## config.mk

```make
export PLATFORM = sky130hd
export DESIGN_NAME = tamagotchi_input_sched
export DESIGN_NICKNAME = d
export VERILOG_FILES = /design/src/rtl/tamagotchi_input_sched.sv
export SDC_FILE = /design/constraint.sdc
export NUM_CORES = 1
export LEC_CHECK = 0
export CORE_ASPECT_RATIO = 1.4
export CORE_MARGIN = 2
export CORE_UTILIZATION = 62
export CTS_BUF_LIST = sky130_fd_sc_hd__clkbuf_16
export DETAILED_ROUTE_END_ITERATION = 6
export PLACE_DENSITY = 0.9
export SLEW_MARGIN = 20
export SYNTH_ARGS = -nofsm -noshare
export SYNTH_HDL_FRONTEND = slang
export SYNTH_SLANG_ARGS = --single-unit
```

## constraint.sdc

```tcl
create_clock -name clk -period 3.13 [get_ports clk]
set_input_delay 0.313 -clock clk [delete_from_list [all_inputs] [get_ports clk]]
set_output_delay 0.313 -clock clk [all_outputs]
set_load 0.03 [all_outputs]
```

## src/rtl/tamagotchi_input_sched.sv

```systemverilog
// Button front-end for the pet-state FSM: synchroniser, debouncer,
// reset/test long-press timers and a round-robin care-action arbiter.
//
// Ports:
//   clk, rst_n            clock, async active-low reset
//   btn_*                 raw active-high buttons (asynchronous)
//   act_valid/act_sel     care action offer (00 salud .. 11 diversion)
//   act_ready             FSM accepts the offered action
//   reset_req/test_req    one-cycle pulse after HOLD_SEC seconds held
//   count_reset/test      whole seconds held, saturating at HOLD_SEC
module tamagotchi_input_sched #(
  parameter int DEBOUNCE_CYC = 1000000,
  parameter int TICK_DIV     = 50000000,
  parameter int HOLD_SEC     = 5
) (
  input  logic       clk,
  input  logic       rst_n,
  input  logic       btn_salud,
  input  logic       btn_energia,
  input  logic       btn_hambre,
  input  logic       btn_diversion,
  input  logic       btn_reset,
  input  logic       btn_test,
  output logic       act_valid,
  output logic [1:0] act_sel,
  input  logic       act_ready,
  output logic       reset_req,
  output logic       test_req,
  output logic [2:0] count_reset,
  output logic [2:0] count_test
);

  localparam int DBW = $clog2(DEBOUNCE_CYC + 1);
  localparam int TKW = $clog2(TICK_DIV + 1);

  localparam logic [DBW-1:0] DB_LAST = DBW'(DEBOUNCE_CYC - 1);
  localparam logic [TKW-1:0] TK_LAST = TKW'(TICK_DIV - 1);
  localparam logic [2:0]     HOLD    = 3'(HOLD_SEC);
  localparam logic [2:0]     HOLD_M1 = 3'(HOLD_SEC - 1);

  typedef enum logic {
    IDLE  = 1'b0,
    OFFER = 1'b1
  } state_e;

  // Button bit order: 0 salud, 1 energia, 2 hambre, 3 diversion,
  // 4 reset, 5 test.
  logic [5:0] raw;

  assign raw = {btn_test, btn_reset, btn_diversion,
                btn_hambre, btn_energia, btn_salud};

  // ---------------------------------------------------------------
  // Synchroniser and debouncer
  // ---------------------------------------------------------------
  logic [5:0]     s1_q, s1_d;
  logic [5:0]     s2_q, s2_d;
  logic [5:0]     db_q, db_d;
  logic [DBW-1:0] dbc_q [6];
  logic [DBW-1:0] dbc_d [6];

  always_comb begin
    s1_d = raw;
    s2_d = s1_q;
    db_d = db_q;
    for (int i = 0; i < 6; i++) begin
      dbc_d[i] = '0;
      if (s2_q[i] != db_q[i]) begin
        if (dbc_q[i] == DB_LAST) begin
          db_d[i] = ~db_q[i];
        end else begin
          dbc_d[i] = dbc_q[i] + 1'b1;
        end
      end
    end
  end

  always_ff @(posedge clk or negedge rst_n) begin
    if (!rst_n) begin
      s1_q <= '0;
      s2_q <= '0;
      db_q <= '0;
      for (int i = 0; i < 6; i++) begin
        dbc_q[i] <= '0;
      end
    end else begin
      s1_q <= s1_d;
      s2_q <= s2_d;
      db_q <= db_d;
      for (int i = 0; i < 6; i++) begin
        dbc_q[i] <= dbc_d[i];
      end
    end
  end

  // ---------------------------------------------------------------
  // Long-press timers (index 0 reset, 1 test)
  // ---------------------------------------------------------------
  logic [TKW-1:0] tick_q [2];
  logic [TKW-1:0] tick_d [2];
  logic [2:0]     cnt_q [2];
  logic [2:0]     cnt_d [2];
  logic [1:0]     req_q, req_d;

  always_comb begin
    req_d = '0;
    for (int j = 0; j < 2; j++) begin
      tick_d[j] = '0;
      cnt_d[j]  = '0;
      if (db_q[4+j]) begin
        cnt_d[j] = cnt_q[j];
        if (tick_q[j] == TK_LAST) begin
          if (cnt_q[j] != HOLD) begin
            cnt_d[j] = cnt_q[j] + 3'd1;
          end
          // Only the HOLD-1 -> HOLD step fires, so one pulse per press.
          req_d[j] = (cnt_q[j] == HOLD_M1);
        end else begin
          tick_d[j] = tick_q[j] + 1'b1;
        end
      end
    end
  end

  always_ff @(posedge clk or negedge rst_n) begin
    if (!rst_n) begin
      req_q <= '0;
      for (int j = 0; j < 2; j++) begin
        tick_q[j] <= '0;
        cnt_q[j]  <= '0;
      end
    end else begin
      req_q <= req_d;
      for (int j = 0; j < 2; j++) begin
        tick_q[j] <= tick_d[j];
        cnt_q[j]  <= cnt_d[j];
      end
    end
  end

  assign reset_req   = req_q[0];
  assign test_req    = req_q[1];
  assign count_reset = cnt_q[0];
  assign count_test  = cnt_q[1];

  // ---------------------------------------------------------------
  // Care-button pending bits and round-robin arbiter
  // ---------------------------------------------------------------
  logic [3:0] db_dly_q, db_dly_d;
  logic [3:0] rise;
  logic [3:0] pend_q, pend_d;
  logic [3:0] clr;
  logic [1:0] ptr_q, ptr_d;
  logic [1:0] sel_q, sel_d;
  logic       valid_q, valid_d;
  state_e     state_q, state_d;
  logic [1:0] pick;
  logic [1:0] cand;
  logic       found;

  assign db_dly_d = db_q[3:0];
  assign rise     = db_q[3:0] & ~db_dly_q;

  // First pending button strictly after the last grant.
  always_comb begin
    pick  = '0;
    cand  = '0;
    found = 1'b0;
    for (int k = 1; k <= 4; k++) begin
      cand = ptr_q + 2'(k);
      if (!found && pend_q[cand]) begin
        pick  = cand;
        found = 1'b1;
      end
    end
  end

  always_comb begin
    state_d = state_q;
    valid_d = valid_q;
    sel_d   = sel_q;
    ptr_d   = ptr_q;
    clr     = '0;
    unique case (state_q)
      IDLE: begin
        if (found) begin
          state_d = OFFER;
          valid_d = 1'b1;
          sel_d   = pick;
        end
      end
      OFFER: begin
        if (valid_q && act_ready) begin
          clr     = 4'b0001 << sel_q;
          ptr_d   = sel_q;
          valid_d = 1'b0;
          state_d = IDLE;
        end
      end
      default: state_d = IDLE;
    endcase
    // A press landing in the acceptance cycle survives the clear.
    pend_d = (pend_q & ~clr) | rise;
    // Long reset aborts any offer; act_ready is ignored this cycle.
    if (req_q[0]) begin
      pend_d  = '0;
      valid_d = 1'b0;
      ptr_d   = '0;
      state_d = IDLE;
    end
  end

  always_ff @(posedge clk or negedge rst_n) begin
    if (!rst_n) begin
      db_dly_q <= '0;
      pend_q   <= '0;
      ptr_q    <= '0;
      sel_q    <= '0;
      valid_q  <= 1'b0;
      state_q  <= IDLE;
    end else begin
      db_dly_q <= db_dly_d;
      pend_q   <= pend_d;
      ptr_q    <= ptr_d;
      sel_q    <= sel_d;
      valid_q  <= valid_d;
      state_q  <= state_d;
    end
  end

  assign act_valid = valid_q;
  assign act_sel   = sel_q;

endmodule

```

==> impl_metrics.env <==
export IMPL_syn_inst=1047
export IMPL_maxSlewViolCount=0
export IMPL_fin_setup_tns_ns=0
export IMPL_clock_path_buffers=3
export IMPL_firstDrtPassIters=5
export IMPL_start_util_pct=63.5
export IMPL_layout_drive_gt1_share_pct=5.90
export IMPL_ant_nets=0
export IMPL_nFillCells=1168
export IMPL_timing_fmax_mhz=404
export IMPL_grt_use_met1_pct=28.3
export IMPL_nets=1093
export IMPL_hp_class="primary input to flop"
export IMPL_p_per_area_nw_per_um2=510
export IMPL_finalSetupViolations=0
export IMPL_cts_made_buffers=21
export IMPL_cts_tree="yes"
export IMPL_syn_num_nets=1070
export IMPL_ys_flop_type="dfrtp_1"
export IMPL_drc=0
export IMPL_cp_required_ns=3.52
export IMPL_io_pins=20
export IMPL_p_switching_mw=1.36
export IMPL_grt_pass1_wl_um=34800
export IMPL_worstSetupPathType="flop to flop"
export IMPL_cts_root_buf="clkbuf_16"
export IMPL_clkSinkCount=212
export IMPL_grt_setup_unrepaired="false"
export IMPL_synth_area_per_cell_um2=9.81
export IMPL_p_comb_share_pct=6.4
export IMPL_min_period_over_period_pct=79.2
export IMPL_seq_area_frac_synth_pct=51.6
export IMPL_rr_endpoint="dbc_q[70]"
export IMPL_vias=7893
export IMPL_cts_max_level=1
export IMPL_cp_arrival_ns=2.87
export IMPL_grt_util_all_layers_pct=23.2
export IMPL_synth_distinct_cells=51
export IMPL_overflow=0
export IMPL_num_rows=55
export IMPL_netlist_top_cells_area="dfrtp_1 52%, xnor2_1 4.4%, nor2_1 4.2%"
export IMPL_synthArstFlopShare_pct=100
export IMPL_power_frac_seq_pct=50.4
export IMPL_grt_busiest_layer="met2"
export IMPL_vdd_drop_max_v=0.000763
export IMPL_worstMarginPinSlew_ns=0.711
export IMPL_hold_start="btn_test"
export IMPL_grt_met3_usage_pct=2.52
export IMPL_routedWlPerCell_um=15.6
export IMPL_r2r_slack_ns=0.65
export IMPL_ys_top_cells_by_count="212 x dfrtp_1, 116 x nor2_1, 75 x a21oi_1, 67 x nand2_1, 67 x nand3_1"
export IMPL_synth_edf_count=0
export IMPL_die_area_um2=17600
export IMPL_grt_pass1_vias=7892
export IMPL_ctsResizeCount=0
export IMPL_path_clk_slew_ns=0.06
export IMPL_grt_max_degree=89
export IMPL_place_hpwl_um=13300
export IMPL_worstHoldPathCells=1
export IMPL_cellLeakagePower_nw=4.53
export IMPL_area_growth_pct=10.9
export IMPL_portBuffers=19
export IMPL_dieWidth_um=113
export IMPL_max_slew_margin_rel_pct=52.6
export IMPL_status="finished, final reports clean"
export IMPL_maxCapViolations=0
export IMPL_postCtsSetupBuffers=0
export IMPL_grtUsageMet2_pct=42.3
export IMPL_synth_top_area_share_pct=51.6
export IMPL_internal_power_mw=4.45
export IMPL_die_h_um=156
export IMPL_holdPathEnd="s1_q[5]"
export IMPL_clockPowerShare_pct=43.2
export IMPL_worstReg2RegStart="dbc_q[70]"
export IMPL_ys_warn_count=0
export IMPL_gp_congestion=0.805
export IMPL_antenna_cells=0
export IMPL_core_area_um2=16200
export IMPL_wl_um=20000
export IMPL_hold_buffers=1
export IMPL_clock_latency_ns=0.51
export IMPL_yosysMostFrequentCell="dfrtp_1"
export IMPL_crit_fanout=11
export IMPL_drt_iter0_markers=555
export IMPL_startpoint_type="flop"
export IMPL_skew_ns=0.0241
export IMPL_switching_share_pct=23.4
export IMPL_worstSetupEndpointType="flop"
export IMPL_synth_top_area_cell="dfrtp_1"
export IMPL_hold_viol=0
export IMPL_fin_crit_ns=2.48
export IMPL_antenna_found_initial=0
export IMPL_ys_seq_elements=212
export IMPL_syn_area_um2=10300
export IMPL_viasPerCell=6.15
export IMPL_reg2regPathDepth=5
export IMPL_fin_util_pct=70.5
-- stage by stage --
step,power [mW],instance area [um^2],hold WS (ns),std cells,setup slack (ns)
after floorplan,3.18,10300,0.0174,1047,0.789
after global placement,3.33,10700,0.332,1245,0.680
after detailed placement,3.35,10700,0.341,1245,0.656
after CTS,5.87,11400,0.234,1284,0.662
after global routing,6.01,11400,0.246,1284,0.566
final,5.81,11400,0.245,1284,0.652
-- power by group through the flow --
stage / Sequential (mW) / Clock, mW / Combinational (mW)
after floorplan: 2.99 / 0 / 0.186
after global placement: 2.97 / 0 / 0.365
after detailed placement: 2.98 / 0 / 0.375
after CTS: 2.92 / 2.56 / 0.378
after global routing: 2.94 / 2.66 / 0.419
final: 2.93 / 2.51 / 0.373
-- critical path: stages, from the launching register on --
cell     delay, ns
dfrtp_1       0.41
or4_1         0.53
or4_4         0.51
o41ai_4       0.58
buf_4         0.28
nor2_1        0.06
-- layer usage --
metal	up-vias	share of wire [%]	routed length, um
met1	3882	41	8270
met2	163	53	10600
met5	-	0	0
met3	39	3.2	648
met4	0	2.3	469
li1	3809	-	-
-- sequential cells by signal (all words and copies together), names as in the netlist, 3 cells and up --
name         count
count_reset      3
count_test       3
db_dly_q         4
db_q             6
dbc_q          120
pend_q           4
s1_q             6
s2_q             6
tick_q          52
-- cell families (layout without fill, tap and decap cells) --
group	after synthesis	in the layout	share of synthesized area (%)
XOR/XNOR	98	98	8.35
adder cells (fa/ha/maj)	14	14	1.70
AND/OR/NAND/NOR	485	485	25.4
multiplexers	10	10	1.10
buffers and inverters	65	103	2.47
AO/OA/AOI/OAI	163	163	9.35
flip-flops	212	212	51.6
-- final cells by class --
class	count	area [um^2]	share of cell area, %
clock buffers	21	526	4.61
inverters	35	131	1.15
flip-flops and latches	212	5310	46.6
clock inverters	17	156	1.37
well taps	199	249	2.19
multi-input cells	770	4720	41.4
repair buffers	30	304	2.67
-- how the worst max path moves through the flow --
stage               startpoint         to  depth (start not counted)
floorplan            dbc_q[70]    db_q[2]                          4
global route         dbc_q[70]  dbc_q[63]                          5
detailed placement   dbc_q[70]  dbc_q[70]                          5
finish               dbc_q[70]  dbc_q[70]                          5
CTS                  dbc_q[70]  dbc_q[70]                          5
global placement     dbc_q[70]  dbc_q[63]                          5
-- cells in the final DEF, fill, tap and decap left out, drive strengths merged, types with 15 or more instances in the layout --
cell,instances
nand2,67
or3,39
nand3,67
nor3,18
clkbuf,22
clkdlybuf4s50,18
inv,39
or4,45
o21ai,46
and4,15
nor4,15
o31ai,31
a21oi,75
nor2,116
nand4,42
dfrtp,212
and3,22
xor2,46
xnor2,52
Note: power is estimated with default switching activity, not from simulation.
